===== src/rtl/fr_track_pkg.sv =====
// Shared definitions for the resonant-frequency tracking blocks:
// sequencer state encoding, datapath widths and default frequency bounds.
package fr_track_pkg;

    localparam int ADC_W = 12;
    localparam int F_W   = 16;

    localparam logic [F_W-1:0] F_MIN_DEF = 16'd1000;
    localparam logic [F_W-1:0] F_MAX_DEF = 16'd60000;

    typedef enum logic [2:0] {
        ST_IDLE,
        ST_WAIT_TICK,
        ST_CAPTURE,
        ST_INFER,
        ST_APPLY,
        ST_SWEEP
    } state_t;

endpackage


===== src/rtl/freq_step_sat.sv =====
// Combinational frequency-word step: signed add, then either clamp to
// [F_MIN, F_MAX] or wrap back to F_MIN when the top bound is exceeded.
module freq_step_sat
    import fr_track_pkg::*;
#(
    parameter logic [F_W-1:0] F_MIN = F_MIN_DEF,
    parameter logic [F_W-1:0] F_MAX = F_MAX_DEF
) (
    input  logic                  [F_W-1:0] freq,
    input  logic signed           [F_W-1:0] step,
    input  logic                            wrap,
    output logic                  [F_W-1:0] result
);

    localparam logic signed [F_W+1:0] LO = $signed({2'b00, F_MIN});
    localparam logic signed [F_W+1:0] HI = $signed({2'b00, F_MAX});

    // Two guard bits keep the full unsigned word plus any signed step exact.
    logic signed [F_W+1:0] sum;

    function automatic logic [F_W-1:0] clamp_word(input logic signed [F_W+1:0] s);
        if (s > HI)
            return F_MAX;
        else if (s < LO)
            return F_MIN;
        else
            return s[F_W-1:0];
    endfunction

    function automatic logic [F_W-1:0] wrap_word(input logic signed [F_W+1:0] s);
        if (s > HI)
            return F_MIN;
        else
            return s[F_W-1:0];
    endfunction

    assign sum    = $signed({2'b00, freq}) + step;
    assign result = wrap ? wrap_word(sum) : clamp_word(sum);

endmodule


===== src/rtl/fr_track_sequencer.sv =====
// Tracking-loop sequencer: samples current/phase each tick, handshakes with the
// fuzzy engine, applies the saturated correction, and sweeps while unlocked.
module fr_track_sequencer
    import fr_track_pkg::*;
#(
    parameter int              TICK_DIV   = 5000,
    parameter int              TIMEOUT    = 64,
    parameter logic [F_W-1:0]  F_MIN      = F_MIN_DEF,
    parameter logic [F_W-1:0]  F_MAX      = F_MAX_DEF,
    parameter logic [F_W-1:0]  SWEEP_STEP = 16'd8,
    parameter int              LOCK_TOL   = 1,
    parameter int              LOCK_CNT   = 4
) (
    input  logic                    clk,
    input  logic                    rst,
    input  logic                    enable,
    input  logic        [ADC_W-1:0] adc_in_v,
    input  logic signed [F_W-1:0]   phase_diff,
    input  logic        [ADC_W-1:0] min_v,
    input  logic        [F_W-1:0]   f_init,
    output logic        [F_W-1:0]   E,
    output logic signed [F_W-1:0]   EC,
    output logic                    fz_start,
    input  logic                    fz_done,
    input  logic signed [F_W-1:0]   fz_delta,
    output logic        [F_W-1:0]   frequency_v,
    output logic                    locked,
    output logic                    timeout_err
);

    localparam int TCW = $clog2(TICK_DIV + 1);
    localparam int ICW = $clog2(TIMEOUT + 1);
    localparam int SCW = $clog2(LOCK_CNT + 1);

    localparam logic [TCW-1:0]      TICK_LAST = TCW'(TICK_DIV - 1);
    localparam logic [ICW-1:0]      INFER_LAST = ICW'(TIMEOUT - 1);
    localparam logic [SCW-1:0]      SETTLE_MAX = SCW'(LOCK_CNT);
    localparam logic signed [F_W:0] TOL = (F_W + 1)'(LOCK_TOL);

    state_t                 state;
    logic [TCW-1:0]         tick_cnt;
    logic [ICW-1:0]         infer_cnt;
    logic [SCW-1:0]         settle_cnt;
    logic signed [F_W-1:0]  delta_q;

    logic                   sweeping;
    logic signed [F_W-1:0]  step;
    logic [F_W-1:0]         next_freq;
    logic signed [F_W:0]    delta_x;
    logic signed [F_W:0]    delta_mag;
    logic                   settled;
    logic [SCW-1:0]         settle_next;

    assign sweeping = (state == ST_SWEEP);
    assign step     = sweeping ? $signed(SWEEP_STEP) : delta_q;

    freq_step_sat #(
        .F_MIN (F_MIN),
        .F_MAX (F_MAX)
    ) u_step (
        .freq   (frequency_v),
        .step   (step),
        .wrap   (sweeping),
        .result (next_freq)
    );

    // 17-bit magnitude so that -32768 has a representable absolute value.
    assign delta_x     = {delta_q[F_W-1], delta_q};
    assign delta_mag   = (delta_x < 0) ? -delta_x : delta_x;
    assign settled     = (delta_mag <= TOL);
    assign settle_next = (settle_cnt == SETTLE_MAX) ? settle_cnt : settle_cnt + 1'b1;

    always_ff @(posedge clk) begin
        if (rst) begin
            state       <= ST_IDLE;
            tick_cnt    <= '0;
            infer_cnt   <= '0;
            settle_cnt  <= '0;
            delta_q     <= '0;
            frequency_v <= f_init;
            E           <= '0;
            EC          <= '0;
            fz_start    <= 1'b0;
            locked      <= 1'b0;
            timeout_err <= 1'b0;
        end else begin
            fz_start <= 1'b0;
            if (state != ST_IDLE && !enable) begin
                state <= ST_IDLE;
            end else begin
                case (state)
                    ST_IDLE: begin
                        if (enable) begin
                            state    <= ST_WAIT_TICK;
                            tick_cnt <= '0;
                        end
                    end
                    ST_WAIT_TICK: begin
                        if (tick_cnt == TICK_LAST)
                            state <= ST_CAPTURE;
                        else
                            tick_cnt <= tick_cnt + 1'b1;
                    end
                    ST_CAPTURE: begin
                        E  <= {{(F_W-ADC_W){1'b0}}, adc_in_v};
                        EC <= phase_diff;
                        if (adc_in_v < min_v) begin
                            locked     <= 1'b0;
                            settle_cnt <= '0;
                            state      <= ST_SWEEP;
                        end else begin
                            fz_start  <= 1'b1;
                            infer_cnt <= '0;
                            state     <= ST_INFER;
                        end
                    end
                    ST_INFER: begin
                        // A done arriving on the expiry cycle still counts.
                        if (fz_done) begin
                            delta_q <= fz_delta;
                            state   <= ST_APPLY;
                        end else if (infer_cnt == INFER_LAST) begin
                            timeout_err <= 1'b1;
                            tick_cnt    <= '0;
                            state       <= ST_WAIT_TICK;
                        end else begin
                            infer_cnt <= infer_cnt + 1'b1;
                        end
                    end
                    ST_APPLY: begin
                        frequency_v <= next_freq;
                        if (settled) begin
                            settle_cnt <= settle_next;
                            if (settle_next == SETTLE_MAX)
                                locked <= 1'b1;
                        end else begin
                            settle_cnt <= '0;
                            locked     <= 1'b0;
                        end
                        tick_cnt <= '0;
                        state    <= ST_WAIT_TICK;
                    end
                    ST_SWEEP: begin
                        frequency_v <= next_freq;
                        tick_cnt    <= '0;
                        state       <= ST_WAIT_TICK;
                    end
                    default: state <= ST_IDLE;
                endcase
            end
        end
    end

endmodule


===== config.mk =====
export PLATFORM = sky130hd
export DESIGN_NAME = fr_track_sequencer
export DESIGN_NICKNAME = d
export VERILOG_FILES = /design/src/rtl/fr_track_pkg.sv /design/src/rtl/freq_step_sat.sv /design/src/rtl/fr_track_sequencer.sv
export SDC_FILE = /design/constraint.sdc
export NUM_CORES = 1
export LEC_CHECK = 0
export CORE_ASPECT_RATIO = 1.25
export CORE_MARGIN = 2
export CORE_UTILIZATION = 45
export CTS_BUF_LIST = sky130_fd_sc_hd__clkbuf_2 sky130_fd_sc_hd__clkbuf_4 sky130_fd_sc_hd__clkbuf_8
export CTS_CLUSTER_DIAMETER = 120
export DETAILED_ROUTE_END_ITERATION = 10
export PLACE_DENSITY_LB_ADDON = 0.1
export RECOVER_POWER = 50
export SKIP_LAST_GASP = 1
export SLEW_MARGIN = 10
export SYNTH_ARGS = -nofsm -noshare
export SYNTH_HDL_FRONTEND = slang
export SYNTH_SLANG_ARGS = --single-unit

===== constraint.sdc =====
create_clock -name clk -period 6.11 [get_ports clk]
set_clock_uncertainty 0.1 [all_clocks]
set_input_delay 0.611 -clock clk [delete_from_list [all_inputs] [get_ports clk]]
set_output_delay 0.611 -clock clk [all_outputs]
set_load 0.03 [all_outputs]

==> impl_metrics.csv <==
group,metric,value,unit
clocking,postCtsHoldBufs,0,
timing,relSlewSlack,-15.1,%
floorplanning,die_w,104,um
route,postRouteAntennaNets,0,
floorplanning,top_level_ports,127,
synth,synth_area_leader_cell,"dfxtp_1",
synth,synth_area_leaders,"dfxtp_1 26%, nand2_1 8.8%, edfxtp_1 8.6%, ha_1 7.4%, a21oi_1 6.5%",
route,drc_errors,0,
status,violations,"max-capacitance violations, max-slew violations",
timing,fin_crit_sh,78.5,%
setup_path,crit_required,6.13,ns
synth,synth_edf_count,16,
global_routing,gr-total-overflow,0,
placed_design,dp.final_hpwl,11900,um
finish,regArea,1940,um^2
worst_hold_path,hold_path.class,"flip-flop to flip-flop",
timing,finalCriticalPeriod,4.80,ns
route,wl,15400,um
synth,yosys.area.top_type_share,26.2,%
floorplanning,dieArea,13300,um^2
floorplanning,rows,45,
setup_path,start_kind,"flip-flop",
clocking,insertion_delay,0.36,ns
floorplanning,die_height,129,um
clocking,post_cts_resized,0,
clocking,cts_tree,"yes",
route,route.met3.wl,655,um
placed_design,gp_congestion,0.870,
timing,worst_pin_slew,1.73,ns
global_routing,grt_pass1_vias,5300,
finish,n_antenna_cell,0,
synth,yosysUniqueCellTypes,71,
floorplanning,coreArea,12100,um^2
synth,synthTopCellsByCount,"131 x nand2_1, 73 x a21oi_1, 73 x dfxtp_1",
finish,nets,923,
timing,hold_slack,0.355,ns
synth,post-synth-top-count-cell,"nand2_1",
global_routing,grt_use_total,22.9,%
route,vias,5409,
synth,synthCells,706,
clocking,cts_setup_buffers,0,
clocking,cts_root_buffer,"clkbuf_8",
finish,area_growth_syn_to_layout,27.6,%
global_routing,antenna_found_initial,0,
setup_path,worstSetupEndpointType,"flip-flop",
route,top_layer,"met4",
synth,ys_ff_latch,89,
global_routing,grt_pass1_wl,24900,um
setup_path,critPathMaxFanout,17,
route,wl_met1,6350,um
clocking,clock-sinks,89,
pwr,powerDensity,180,nW/um^2
route,route.met2.wl,7930,um
pwr,max-vdd-ir-drop,0.162,mV
finish,drive_gt1_share,4.89,%
synth,ys_seq_area_share,34.8,%
finish,final-instance-count-excl-fill,982,
clocking,clock_path_buffers,2,
clocking,cts_max_level,3,
placed_design,port_buffers,122,
finish,fill_cells,1137,
clocking,path_clk_slew,0.10,ns
finish,multi_input_area,3410,um^2
synth,synth-async-reset-ratio,0,%
timing,setup_violations,0,
timing,finalMaxSlewViolations,30,
route,drt_iter0_drc,277,
run,cap_violations,1,
floorplanning,initial_core_util,46.1,%
synth,syn_area_per_cell,7.90,um^2
global_routing,grt_max_degree,52,
timing,setup_slack,1.31,ns
clocking,cts-buffers-inserted,9,
synth,ys.flop_type,"dfxtp_1",
timing,fmaxAchievable,209,MHz
setup_path,worstSetupPathType,"flip-flop to flip-flop",
timing,timing.final.hold_violations,0,
setup_path,cp.arrival,4.82,ns
synth,ys_warn_count,0,
placed_design,post-place-cells,966,
route,wl_per_cell,15.7,um
placed_design,dp_slack,1.30,ns
synth,synth_area,5580,um^2
timing,setup_tns,0,ns
route,vias_per_cell,5.51,
timing,rsz0062_at_grt,"no",
pwr,leakage,2.89,nW
status,status,"finished with violations",
route,first_pass_iters,5,
finish,final_util,58.8,%
-- logic make-up (layout without fill, tap and decap cells) --
kind of cell	count (synthesis)	after routing	synth area share (%)
simple gates	306	306	25.6
other cells	1	4	0.0672
xor+xnor	29	29	4.55
buf+inv	60	169	4.42
mux	8	8	1.48
flops	89	89	34.8
fa+ha+maj	34	34	7.76
compound gates	179	179	21.3
-- path summary, 6_finish.rpt --
path | slack, ns | depth (start not counted) | from | to
max | 1.31 | 13 | state[2]$_SDFFE_PP0P_ | frequency_v[9]$_DFFE_PP_
max reg2reg | 1.31 | 13 | state[2]$_SDFFE_PP0P_ | frequency_v[9]$_DFFE_PP_
min reg2reg | 0.35 | 2 | E[9]$_SDFFE_PP0P_ | E[9]$_SDFFE_PP0P_
min | 0.35 | 2 | E[9]$_SDFFE_PP0P_ | E[9]$_SDFFE_PP0P_
-- registers in the layout (all words and copies together) (netlist names) --
signal       count
state            3
timeout_err      1
EC              16
locked           1
frequency_v     16
E               12
fz_start         1
delta_q         16
infer_cnt        7
settle_cnt       3
tick_cnt        13
-- worst max-delay path, stage by stage (launching register included) --
cell and delay [ns]:
dfxtp_1 0.45, nor2b_1 0.32, nand2_1 0.41, and2_1 0.31, ha_1 0.39, o21ai_1 0.11
o21ai_1 0.32, a32oi_2 0.22, a21oi_1 0.30, nor2_1 0.11, a221oi_1 0.37, nor4_1 0.12
or4_1 0.76, o22a_1 0.26
-- layer usage --
metal	track usage (%)	vias up
li1	-	2698
met1	26.0	2560
met2	42.3	119
met3	4.51	32
met4	9.86	0
met5	0	-
-- power breakdown --
part / leakage (nW) / switching (mW) / internal (mW)
sequential: 0.745 / 0.00783 / 0.609
clock: 0.117 / 0.223 / 0.244
combinational: 2.03 / 0.103 / 0.0937
total: 2.89 / 0.334 / 0.946
-- placed cells by master (no fill, tap or decap), types with 14 or more instances in the layout --
cell and n:
a21oi_1 73, clkdlybuf4s50_1 72, dfxtp_1 73, dlygate4sd3_1 49, edfxtp_1 16, ha_1 33
inv_1 28, nand2_1 131, nand3_1 21, nor2_1 61, o21ai_0 20, xnor2_1 14
xor2_1 15
-- metrics by stage --
step | area [um^2] | power (mW)
global route | 7120 | 1.33
CTS | 7120 | 1.30
finish | 7120 | 1.28
global placement | 6900 | 0.829
floorplan | 5590 | 0.740
detailed placement | 6900 | 0.831
-- final cells by class --
| cell class | count | share of cell area [%] |
|---|---|---|
| Timing Repair Buffer | 125 | 17.4 |
| Clock buffer | 10 | 1.93 |
| Multi-Input combinational cell | 560 | 47.8 |
| Inverter | 28 | 1.48 |
| Sequential cell | 89 | 27.3 |
| Tap cell | 164 | 2.88 |
| Clock inverter | 6 | 1.25 |
Note: power is estimated with default switching activity, not from simulation.
